==> src/rtl/n_by_one_mux_reg.sv <==
// rtl/n_by_one_mux_reg.sv - N-to-1 registered channel mux with select register; MUX_RR_EN adds round-robin select advance
module n_by_one_mux_reg #(
    parameter int WIDTH    = 1,
    parameter int CHANNELS = 3,
    localparam int SEL_W   = (CHANNELS <= 2) ? 1 : $clog2(CHANNELS)
) (
    input  logic                      clk,
    input  logic                      rst_n,
    input  logic [CHANNELS*WIDTH-1:0] in_data,
    input  logic [CHANNELS-1:0]       in_valid,
    output logic [CHANNELS-1:0]       in_ready,
    input  logic [SEL_W-1:0]          sel,
    input  logic                      sel_load,
`ifdef MUX_RR_EN
    input  logic                      mode_rr,
`endif
    output logic [WIDTH-1:0]          out_data,
    output logic                      out_valid,
    input  logic                      out_ready,
    output logic                      sel_err,
    output logic [SEL_W-1:0]          sel_cur,
    output logic [15:0]               xfer_cnt
);

    logic [SEL_W-1:0] sel_cur_q, sel_cur_d;
    logic [WIDTH-1:0] out_data_q, out_data_d;
    logic             out_valid_q, out_valid_d;
    logic             sel_err_q, sel_err_d;
    logic [15:0]      xfer_cnt_q, xfer_cnt_d;

    logic [WIDTH-1:0] cur_data;
    logic             cur_valid;
    logic             can_take;
    logic             accept;
    logic             sel_in_range;

    // Output register is free when empty or being drained this cycle; held low in reset
    assign can_take     = rst_n & (~out_valid_q | out_ready);
    assign accept       = cur_valid & can_take;
    assign sel_in_range = ({1'b0, sel} < (SEL_W + 1)'(CHANNELS));

    // Route the currently selected channel's data and valid
    always_comb begin
        cur_data  = '0;
        cur_valid = 1'b0;
        for (int i = 0; i < CHANNELS; i++) begin
            if (sel_cur_q == SEL_W'(i)) begin
                cur_data  = in_data[i*WIDTH +: WIDTH];
                cur_valid = in_valid[i];
            end
        end
    end

    // Only the selected channel ever sees ready
    always_comb begin
        in_ready = '0;
        for (int i = 0; i < CHANNELS; i++) begin
            in_ready[i] = can_take & (sel_cur_q == SEL_W'(i));
        end
    end

`ifdef MUX_RR_EN
    logic [SEL_W-1:0] rr_next;
    int               rr_dist;
    int               rr_best;

    // Nearest valid channel strictly above sel_cur, wrapping; stay put when none
    always_comb begin
        rr_next = sel_cur_q;
        rr_best = CHANNELS;
        rr_dist = 0;
        for (int j = 0; j < CHANNELS; j++) begin
            rr_dist = j - int'(sel_cur_q);
            if (rr_dist < 0) begin
                rr_dist = rr_dist + CHANNELS;
            end
            if (in_valid[j] && (rr_dist != 0) && (rr_dist < rr_best)) begin
                rr_best = rr_dist;
                rr_next = SEL_W'(j);
            end
        end
    end
`endif

    // Next state: accept loads output, drain clears it, select updates after this cycle's accept
    always_comb begin
        sel_cur_d   = sel_cur_q;
        out_data_d  = out_data_q;
        out_valid_d = out_valid_q;
        xfer_cnt_d  = xfer_cnt_q;
        sel_err_d   = sel_load & ~sel_in_range;

        if (accept) begin
            out_data_d  = cur_data;
            out_valid_d = 1'b1;
            xfer_cnt_d  = xfer_cnt_q + 16'd1;
        end else if (out_ready) begin
            out_valid_d = 1'b0;
        end

        if (sel_load) begin
            if (sel_in_range) begin
                sel_cur_d = sel;
            end
        end
`ifdef MUX_RR_EN
        else if (mode_rr && accept) begin
            sel_cur_d = rr_next;
        end
`endif
    end

    // State registers with asynchronous clear
    always_ff @(posedge clk or negedge rst_n) begin
        if (!rst_n) begin
            sel_cur_q   <= '0;
            out_data_q  <= '0;
            out_valid_q <= 1'b0;
            sel_err_q   <= 1'b0;
            xfer_cnt_q  <= '0;
        end else begin
            sel_cur_q   <= sel_cur_d;
            out_data_q  <= out_data_d;
            out_valid_q <= out_valid_d;
            sel_err_q   <= sel_err_d;
            xfer_cnt_q  <= xfer_cnt_d;
        end
    end

    assign out_data  = out_data_q;
    assign out_valid = out_valid_q;
    assign sel_err   = sel_err_q;
    assign sel_cur   = sel_cur_q;
    assign xfer_cnt  = xfer_cnt_q;

endmodule

==> config.mk <==
export PLATFORM = sky130hd
export DESIGN_NAME = n_by_one_mux_reg
export DESIGN_NICKNAME = d
export VERILOG_FILES = /design/src/rtl/n_by_one_mux_reg.sv
export SDC_FILE = /design/constraint.sdc
export NUM_CORES = 1
export LEC_CHECK = 0
export BUFFER_PORTS_ARGS = -buffer_cell sky130_fd_sc_hd__buf_2
export CAP_MARGIN = 20
export CORE_MARGIN = 2
export CORE_UTILIZATION = 45
export CTS_CLUSTER_SIZE = 40
export DETAILED_ROUTE_END_ITERATION = 10
export GPL_TIMING_DRIVEN = 1
export PLACE_DENSITY_LB_ADDON = 0.3
export SYNTH_ARGS = -nofsm -noshare
export SYNTH_HDL_FRONTEND = slang
export SYNTH_SLANG_ARGS = --single-unit
==> constraint.sdc <==
create_clock -name clk -period 3.2 [get_ports clk]
set_clock_uncertainty 0.15 [all_clocks]
set_input_delay 0.32 -clock clk [delete_from_list [all_inputs] [get_ports clk]]
set_output_delay 0.32 -clock clk [all_outputs]
set_load 0.02 [all_outputs]
-- Word level (Yosys, flattened, before mapping)
Cells that the tools add are included.
- bits in registers: 21
- input bits: 12
- output and inout bits: 24
- logic and storage cells: 29
- $add $sub $neg: 1
- magnitude comparators: 1
- eq/ne operators: 2
- mux-type cells: 8
- bitwise gates (word level): 9
- reduce and logical (&&, ||, !) cells: 3
- operators with widths (operator ; count):
    adder 16 x 1 -> 16 bit (second input constant) ; 1
    2-to-1 mux 1 bit ; 8
    AND 1 bit ; 6
    == test 2 x 1 -> 1 bit (second input constant) ; 1
    == test 2 bit (second input constant) ; 1
    zero test 2 bit ; 1
    < comparator 2 bit (second input constant) ; 1
    NOT 1 bit ; 2
    AND reduction 2 bit ; 1
    nonzero test 2 bit ; 1
    OR 1 bit ; 1

-- Logic depth before layout (Yosys ltp)
Gate-level depths: netlist of the first run.
- depth in word-level cells: 6
- depth in mapped cells: 6
- gate-level depth less buffers: 5

-- Worst setup path after synthesis of the first run
No wires, ideal clock.
- path type: register to register
- from: register sel_cur_q[0], in the netlist sel_cur[0]
- to: register xfer_cnt_q[14], in the netlist xfer_cnt[14]
- arrival: 1.475 ns
- data required time: 2.911 ns
- setup slack: 1.436 ns
- stages on the path, launching flop included: 7
- buffers on the path: 2
- clock period less this slack: 1.764 ns
- cell sequence: dfrtp_1 -> buf_6 -> nor2b_1 -> a211oi_2 -> buf_2 -> nor4b_1 -> xor2_1
- cells in the longest elaborated chain, start to end: 5
- elaborated cells on any way between the ends: 7
- classes of those cells: 2 x eq/ne; 3 x mux; 1 x bitwise; 1 x reduce/logical
- ends and longest elaborated chain (element ; RTL line ; RTL):
    start, declared ; 25 ; logic [SEL_W-1:0] sel_cur_q, sel_cur_d;
    start signal, assigned ; 122 ; sel_cur_q <= sel_cur_d;
    zero test 2 bit ; 47 ; if (sel_cur_q == SEL_W'(i)) begin
    2-to-1 mux 1 bit (2 in series) ; 47 ;
    2-to-1 mux 1 bit (*) ; 47 ;
    AND 1 bit (*) ; 39 ; assign accept = cur_valid & can_take;
    end signal, assigned ; 126 ; xfer_cnt_q <= xfer_cnt_d;
    end, declared ; 29 ; logic [15:0] xfer_cnt_q, xfer_cnt_d;
Every way passes the cells marked *; elsewhere a longest branch is shown, timed or not.
A chain may end at the register's enable or synchronous reset.

-- Worst setup path after layout of the first run
- from: input port rst_n
- to: output port in_ready[1]
- cells in the longest elaborated chain, start to end: 2
- ends and longest elaborated chain (element ; RTL line ; RTL):
    start, declared ; 8 ; input logic rst_n,
    AND 1 bit ; 38 ; assign can_take = rst_n & (~out_valid_q | out_ready);
    AND 1 bit ; 58 ; in_ready[i] = can_take & (sel_cur_q == SEL_W'(i));
    end, declared ; 11 ; output logic [CHANNELS-1:0] in_ready,
Every way passes these cells.

==> results of run 1 <==
synth_stat cells, types with 2 or more instances:
library cell / number
o21ai_0: 2
nor4_1: 4
nor3b_1: 2
nor2b_1: 3
mux2_2: 2
nor3_1: 8
dfrtp_1: 21
and3_1: 4
nor4b_1: 3
nor2_1: 5
nand2_1: 3
xor2_1: 15
nand4_1: 5
nand3_1: 7
buf_2: 2
metrics by stage:
step           cell area [µm²]  utilization (%)
6_report                  1330             58.9
4_1_cts                   1330             58.9
3_5_place_dp              1290             57.3
5_1_grt                   1330             58.9
2_1_floorplan             1090                -
3_3_place_gp              1290             57.3
layer usage:
layer | global-route usage (%) | vias to the layer above
met1 | 23.1 | 457
met5 | 0 | -
met3 | 2.82 | 2
met4 | 7.26 | 0
met2 | 33.3 | 21
li1 | - | 444
cell usage in the layout, fill, tap and decap left out, types with 4 or more instances in the layout:
cell and count:
and3_1 4, nand3_1 7, nor2_1 5, xor2_1 15, nand4_1 5, dfrtp_1 21
nor4_1 4, nor3_1 8, buf_2 35
worst register-to-register path, delay by kind of cell (launching register included):
kind                   cells  cell delay, ns
DFF                        1            0.52
buffers and inverters      1            0.21
and+or+nand+nor            2            0.40
AOI/OAI and AO/OA          1            0.06
muxes                      1            0.36
layout make-up:
| type | instances | area [µm²] |
|---|---|---|
| tap | 28 | 35.0 |
| clock buffer | 4 | 26.3 |
| inverter | 1 | 3.75 |
| sequential | 21 | 526 |
| multi-input combinational | 75 | 538 |
| timing repair buffer | 38 | 200 |
| fill | 216 | 926 |
power breakdown:
part           internal [µW]  switching [µW]  total, µW  leakage, µW
clock                   48.4            78.1        127    0.0000150
combinational           96.7             150        246     0.000410
sequential               315            83.3        399     0.000272
total                    460             311        772     0.000697
sequential cells by signal, indices dropped and copies added (netlist names):
name and count:
xfer_cnt 16, sel_cur 2, out_data 1, out_valid 1
sel_err 1
kinds of logic (layout without fill, tap and decap cells):
family	count (synthesis)	after routing	synth area share, %
AO/OA/AOI/OAI	4	4	4.02
adder cells (fa/ha/maj)	1	1	1.15
buffers and inverters	4	43	2.30
XOR/XNOR	15	15	12.1
flip-flops	21	21	48.3
multiplexers	3	3	2.99
AND/OR/NAND/NOR	52	52	29.2
final timing paths:
path                           endpoint  slack [ns]  depth (start not counted)    startpoint
setup / recovery            in_ready[1]        1.24                          5         rst_n
hold / removal               sel_cur[1]        0.13                          3        sel[1]
setup reg to reg            xfer_cnt[1]        1.40                          5    sel_cur[0]
hold reg to reg            xfer_cnt[15]        0.33                          1  xfer_cnt[15]
max in group asynchronous   xfer_cnt[2]        2.23                          3         rst_n
min in group asynchronous   xfer_cnt[8]        0.45                          3         rst_n
==> results by stage, run 1 <==
Timing:
- The total negative slack is 0 ns.
- The headroom to the max-slew limit is 70.8%.
- The number of endpoints with negative hold slack in the final report is 0.
- At the pin with the least slew margin, the transition time is 0.436 ns.
- Setup repair after global routing left no endpoint under its margin.
- The setup slack of the critical path after layout is 1.24 ns.
- The worst path in the final design needs a cycle of 1.96 ns, including I/O delays and setup.
- The final count of pins violating max slew was 0.
- Dividing the final minimum period by the clock period gives 61.3%.
- The highest attainable clock frequency is 0.510 GHz.
- The worst hold slack after final layout is 0.129 ns.
- Setup violations remaining at the end of the flow were counted as 0.

Clock tree:
- The cell at the root of the clock tree is clkbuf_4.
- The clock insertion delay at the later pin of the skew report is 0.29 ns.
- Buffers added to address setup during post-CTS repair amount to 0.
- TritonCTS built the clock tree.
- The total clock buffers created by CTS is 3.
- CTS saw 21 sinks.
- CTS built an H-tree with a depth of 1.
- The buffer levels on the longest clock path is 2.
- The post-CTS clock slew at the launch and capture registers of the worst setup and hold paths is 0.12 ns.
- The count of hold buffers inserted by post-cts repair is 1.
- Once the clock tree was built, the resizer swapped 0 gates to a different size.

Route:
- Using the TritonRoute via totals, the vias-per-cell ratio works out to 5.53.
- The detail route stage leaves a number of antenna-violating nets equal to 0.
- The number of DRC violations after detailed-routing iteration 0 is 14.
- The detailed-routed wire length on met2 is 1.17 mm.
- The post-route DRC violation count is 0.
- The average wire per cell in the routed design is 13.9 µm.
- The first-pass detailed-route iteration total is 4.
- The met1 layer wirelength in the final routing is 1.05 mm.
- After detailed routing, the total wire length is 2.31 mm.
- The routed wire length on met3 is 80 µm.
- The top layer used by detailed routing is met4.
- Summing over every cut layer, the via total after detailed routing is 924.

Pwr:
- The final total power is 772 µW.
- The maximum ir drop on the vdd rail is 0.000365 V.
- For this design the static power due to leakage is 0.000697 µW.
- The power density over the cells is 581 mW/mm².

Synth:
- In the post-synthesis netlist, the biggest area contributors are dfrtp_1, xor2_1, nor3_1, nand3_1, nand4_1.
- The number of distinct library cells after synthesis is 29.
- The proportion of netlist area held by the largest area contributor is 48.3%.
- The synthesized area per cell is 10.9 µm².
- The commonest register cell after synthesis is dfrtp_1.
- Counting flops with an async set or reset pin after synthesis yields a share of 100%.
- The synthesis warning total is 0.
- The synthesis-stage register bit count is 21.
- The instance count of the mapped netlist is 100.
- In this run, synthesis inferred 0 flip-flops with an integrated enable.
- The summed instance area of the synthesized netlist is 0.00109 mm².
- The sequential share of the synthesized area is 48.3%.
- The leading area contributor after synthesis is dfrtp_1.
- The post-synthesis net count is 113.

Placement:
- Including well taps, the total number of placed cells is 162.
- The wire-length estimate of the detail-placed layout is 1.71 mm.
- The placer's final routability congestion estimate is 0.833.
- The minimum setup slack after placement is 1.41 ns.
- The number of port buffers is 35.

Setup path:
- The kind of cell with the highest combined delay along the critical path is buffers and inverters.
- The data required time at the worst endpoint is 2.73 ns.
- The combined buffer and inverter count along the critical path is 3.
- On the worst path, the slowest cell contributes a delay of 0.51 ns.
- The cell with the largest stage delay on the worst path is dlygate4sd3_1.
- The cell occurring most often along the worst timing path is buf_2.
- Walking the worst path, the cells encountered are dlygate4sd3_1, buf_2, nand2_1, nor3b_1, buf_2.
- The worst setup path is of the input port to primary output kind.
- The arrival time of data at the critical path endpoint is 1.49 ns.
- The critical-path maximum fanout is 3.
- The worst setup path is launched from an input port.
- STA classifies the critical path endpoint as a primary output.

Finish:
- The share of layout cells above drive strength 1 is 34.5%.
- The repair_antennas step left the layout with diodes totalling 0.
- The growth of design area from synthesis to finish is 22.1%.
- In the final design database the tool counted 153 nets.
- The non-filler instance count after layout is 167.

Global routing:
- The first-pass GRT wire length is 3.93 mm.
- Global routing used 18.9% of the available tracks.
- The total congestion overflow is 0.
- The initial antenna violation count was 0.
- The pin count of the biggest net entering global routing is 22.
- The number of global-route vias before repair is 944.

Floorplan:
- The chip height is 53.2 µm.
- The number of core rows is 17.
- In this run the standard cell core region covers 0.00225 mm².
- The initial standard-cell utilization of the core is 48.3%.
- 36 I/O pins were placed.
- From left edge to right edge, the die measures 53.2 µm.
- The die area is 0.00283 mm².

Flow run:
- The max capacitance violation total is 0.

Run status:
- The run finished with clean final reports.

Min path:
- The path class of the tightest hold or removal check is input port to flop.
Note: power is estimated with default switching activity, not from simulation.
==> inputs of run 2 (changes only) <==
--- a/config.mk
+++ b/config.mk
@@ -8,7 +8,7 @@
 export BUFFER_PORTS_ARGS = -buffer_cell sky130_fd_sc_hd__buf_2
 export CAP_MARGIN = 20
 export CORE_MARGIN = 2
-export CORE_UTILIZATION = 45
+export CORE_UTILIZATION = 44
 export CTS_CLUSTER_SIZE = 40
 export DETAILED_ROUTE_END_ITERATION = 10
 export GPL_TIMING_DRIVEN = 1
==> constraint.sdc (replaced) <==
create_clock -name clk -period 1.6 [get_ports clk]
set_clock_uncertainty 0.15 [all_clocks]
set_input_delay 0.16 -clock clk [delete_from_list [all_inputs] [get_ports clk]]
set_output_delay 0.16 -clock clk [all_outputs]
set_load 0.02 [all_outputs]
==> run 2 against run 1 <==
- the run now ends with setup timing left
- global-route usage grew 3.6 points
- sequential power rose by 88%
- wire length rose by 35%
- non-clock buffer count is 32 higher
- critical endpoint is now xfer_cnt[7]
- highest routed layer unchanged
==> results by stage, run 2 (synthesized netlist as in run 1, its figures left out) <==
Placement:
- The placer's final routability congestion estimate is 0.881 (+5.7%).
- The placement-stage cell area is 0.00152 mm² (+18%).
- The number of port buffers came to 35 (unchanged).
- The estimated wirelength of the detail-placed design is 2.10 mm (+23%).
- The minimum setup slack after placement is -0.0290 ns (-1.44 ns).

Pwr:
- The power density over the cells is 1080 mW/mm² (+85%).
- The leakage power total is 0.000885 µW (+27%).
- The maximum ir drop on the vdd rail is 0.00103 V (+180%).
- The final total power is 1900 µW (+150%).

Global routing:
- The total congestion overflow was 0 (unchanged).
- The initial antenna violation count is 0 (unchanged).
- The total routing usage reported by global routing is 22.5% (+3.6 points).
- The first-pass GRT wire length is 4.64 mm (+18%).
- The number of global-route vias before repair is 1056 (+12%).
- The pin count of the biggest net entering global routing was 13 (-41%).

Clock tree:
- The maximum level of the CTS H-tree was 1 (unchanged).
- The total clock sinks is 21 (unchanged).
- The post-CTS clock slew at the launch and capture registers of the worst setup and hold paths is 0.13 ns (about the same).
- The total clock buffers created by CTS is 3 (unchanged).
- The buffer levels on the longest clock path came to 2 (unchanged).
- The clock insertion delay at the later pin of the skew report is 0.31 ns (+0.02 ns).
- The cell at the root of the clock tree is clkbuf_4.
- TritonCTS built the clock tree.

Setup path:
- The count of cells along the worst register-to-register path is 5 (unchanged).
- The capturing element type of the critical path is a flop.
- STA classifies the critical path startpoint as a flop.
- Grouping stages by cell kind, the critical path spends the most delay in flip-flops.
- The start of the worst register-to-register path is sel_cur[0].
- The highest cell delay on the worst timing path is 0.49 ns (-0.02 ns).
- The data required time at the worst endpoint is 1.67 ns (-1.06 ns).
- The combined buffer and inverter count along the critical path came to 1 (-2).
- The arrival time of data at the critical path endpoint is 1.74 ns (+0.25 ns).
- The worst setup path is of the flop to flop kind.
- The slack of the worst reg-to-reg path is -0.07 ns (-1.47 ns).
- The cell with the largest stage delay on the worst path is dfrtp_2.
- The worst register-to-register path ends at xfer_cnt[7].
- The critical-path maximum fanout is 5 (+2).
- The signal on the critical path passes through nor2b_4, o211ai_4, buf_6, nor4b_4, xor2_1.

Floorplan:
- The area of the core was 0.00241 mm² (+6.9%).
- The number of core rows is 18 (+1).
- The die area is 0.00289 mm² (+2.1%).
- The chip height is 53.7 µm (+1.0%).
- The die boundary width came to 53.7 µm (+1.0%).
- The number of placed I/O pins was 36 (unchanged).
- The initial standard-cell utilization of the core is 45.2% (-3.1 points).

Timing:
- The highest attainable clock frequency is 0.598 GHz.
- The setup slack of the critical path after layout is -0.0719 ns (-1.31 ns).
- The final count of pins violating max slew is 0 (unchanged).
- The final worst-path cycle share is 104%.
- The number of endpoints with negative hold slack in the final report is 0 (unchanged).
- For the finished layout, the period the worst path requires is 1.67 ns.
- The final number of setup-violating endpoints is 14 (+14).
- The worst hold slack after final layout is 0.0271 ns (-0.102 ns).
- The headroom to the max-slew limit came to 69.3% (-1.5 points).
- Setup repair after global routing could not meet its margin everywhere.
- The total negative slack is -0.363 ns (-0.363 ns).
- The transition at the pin with the smallest max-transition slack was 0.458 ns (+0.0224 ns).

Finish:
- The share of layout cells above drive strength 1 was 61.6% (+27 points).
- The flip-flop count of the largest register after layout is 16 (unchanged).
- The final antenna diode count is 0 (unchanged).
- Leaving out fill and tap cells, the most frequent cells in the layout are buf_2, buf_4, xor2_1, dfrtp_2, dfrtp_1.
- From synthesis to final layout, the design area changed by 62.2%.
- The area of all placed cells without fillers is 0.00177 mm² (+33%).
- The final layout net count was 186 (+22%).
- The commonest non-fill, non-tap cell in the layout is buf_2.

Route:
- The post-detailed-route count of antenna-violating nets came to 0 (unchanged).
- The via total after detailed routing is 1121 (+21%).
- The post-route DRC violation count is 0 (unchanged).
- The number of DRC violations after detailed-routing iteration 0 is 28 (+14).
- The total wire length after detailed routing is 3.12 mm (+35%).
- The average wire per cell in the routed design is 15.4 µm (+11%).
- The via count normalized by instance count is 5.55 (+0.30%).
- The first-pass detailed-route iteration total is 4 (unchanged).

Min path:
- The endpoint with the worst hold slack is sel_cur[0].
- The path category of the worst min-delay check is input port to flop.
- The hold path depth is 3 (unchanged).
- The source of the worst hold timing path is sel_load.

Flow run:
- The max capacitance violation total is 0 (unchanged).

Run status:
- The checks that failed: setup timing.
- The run finished, with violations left.
-- run 2: cell types whose count changed in the layout (fill, tap and decap cells not counted), sizes merged --
| cell | change |
|---|---|
| o211ai | +1 |
| dlygate4sd3 | +4 |
| clkbuf | -1 |
| buf | +28 |
| clkinv | +1 |
-- run 2: repair_timing --
item / in CTS / in global routing
resized for setup: 11 / 12
setup endpoints to repair: 10 / 19
hold endpoints to repair: 24 / 0
hold buffers: 5 / 0
pin swaps: 9 / 7
gates cloned: 1 / 0
buffers inserted: 4 / 1
-- run 2: worst register-to-register path, delay by kind of cell, from the launching register on --
| kind | cells | cell delay, ns |
|---|---|---|
| flip-flops | 1 | 0.49 |
| AND/OR/NAND/NOR | 2 | 0.45 |
| XOR/XNOR | 1 | 0.20 |
| buffers and inverters | 1 | 0.16 |
| AO/OA/AOI/OAI | 1 | 0.13 |
-- run 2: through the flow --
| stage | cells | utilization [%] |
|---|---|---|
| after detailed placement | 187 | 63.0 |
| after global routing | 202 | 73.3 |
| after CTS | 201 | 70.7 |
| final | 202 | 73.3 |
| after floorplan | 100 | - |
| after global placement | 187 | 63.0 |
-- run 2: worst max-delay path by stage --
stage          slack (ns)  cells after the start            to       start
3_5_place_dp        -0.03                      5   xfer_cnt[7]  sel_cur[0]
3_3_place_gp         0.02                      5  xfer_cnt[14]  sel_cur[0]
6_report            -0.07                      5   xfer_cnt[7]  sel_cur[0]
5_1_grt             -0.17                      4  xfer_cnt[10]  sel_cur[0]
4_1_cts             -0.05                      5   xfer_cnt[7]  sel_cur[0]
2_1_floorplan       -0.04                      6  xfer_cnt[11]  sel_cur[0]
-- run 2: final cells by class --
type / count / area (µm²)
inverter: 1 / 3.75
fill: 157 / 644
clock buffer: 3 / 22.5
timing repair buffer: 70 / 474
multi-input combinational: 76 / 683
sequential: 21 / 539
clock inverter: 1 / 5.00
tap: 30 / 37.5
-- run 2: where the power goes --
group | leakage, µW | switching [µW] | internal [µW]
registers | 0.000258 | 102 | 647
clock network | 0.0000177 | 169 | 93.3
logic | 0.000609 | 480 | 406
total | 0.000885 | 752 | 1150
-- run 2: routing by layer --
metal	global-route usage, %	part of all wire, %
met1	26.9	41
met2	40.0	52
met3	3.33	4.5
met4	8.97	2.7
met5	0	0
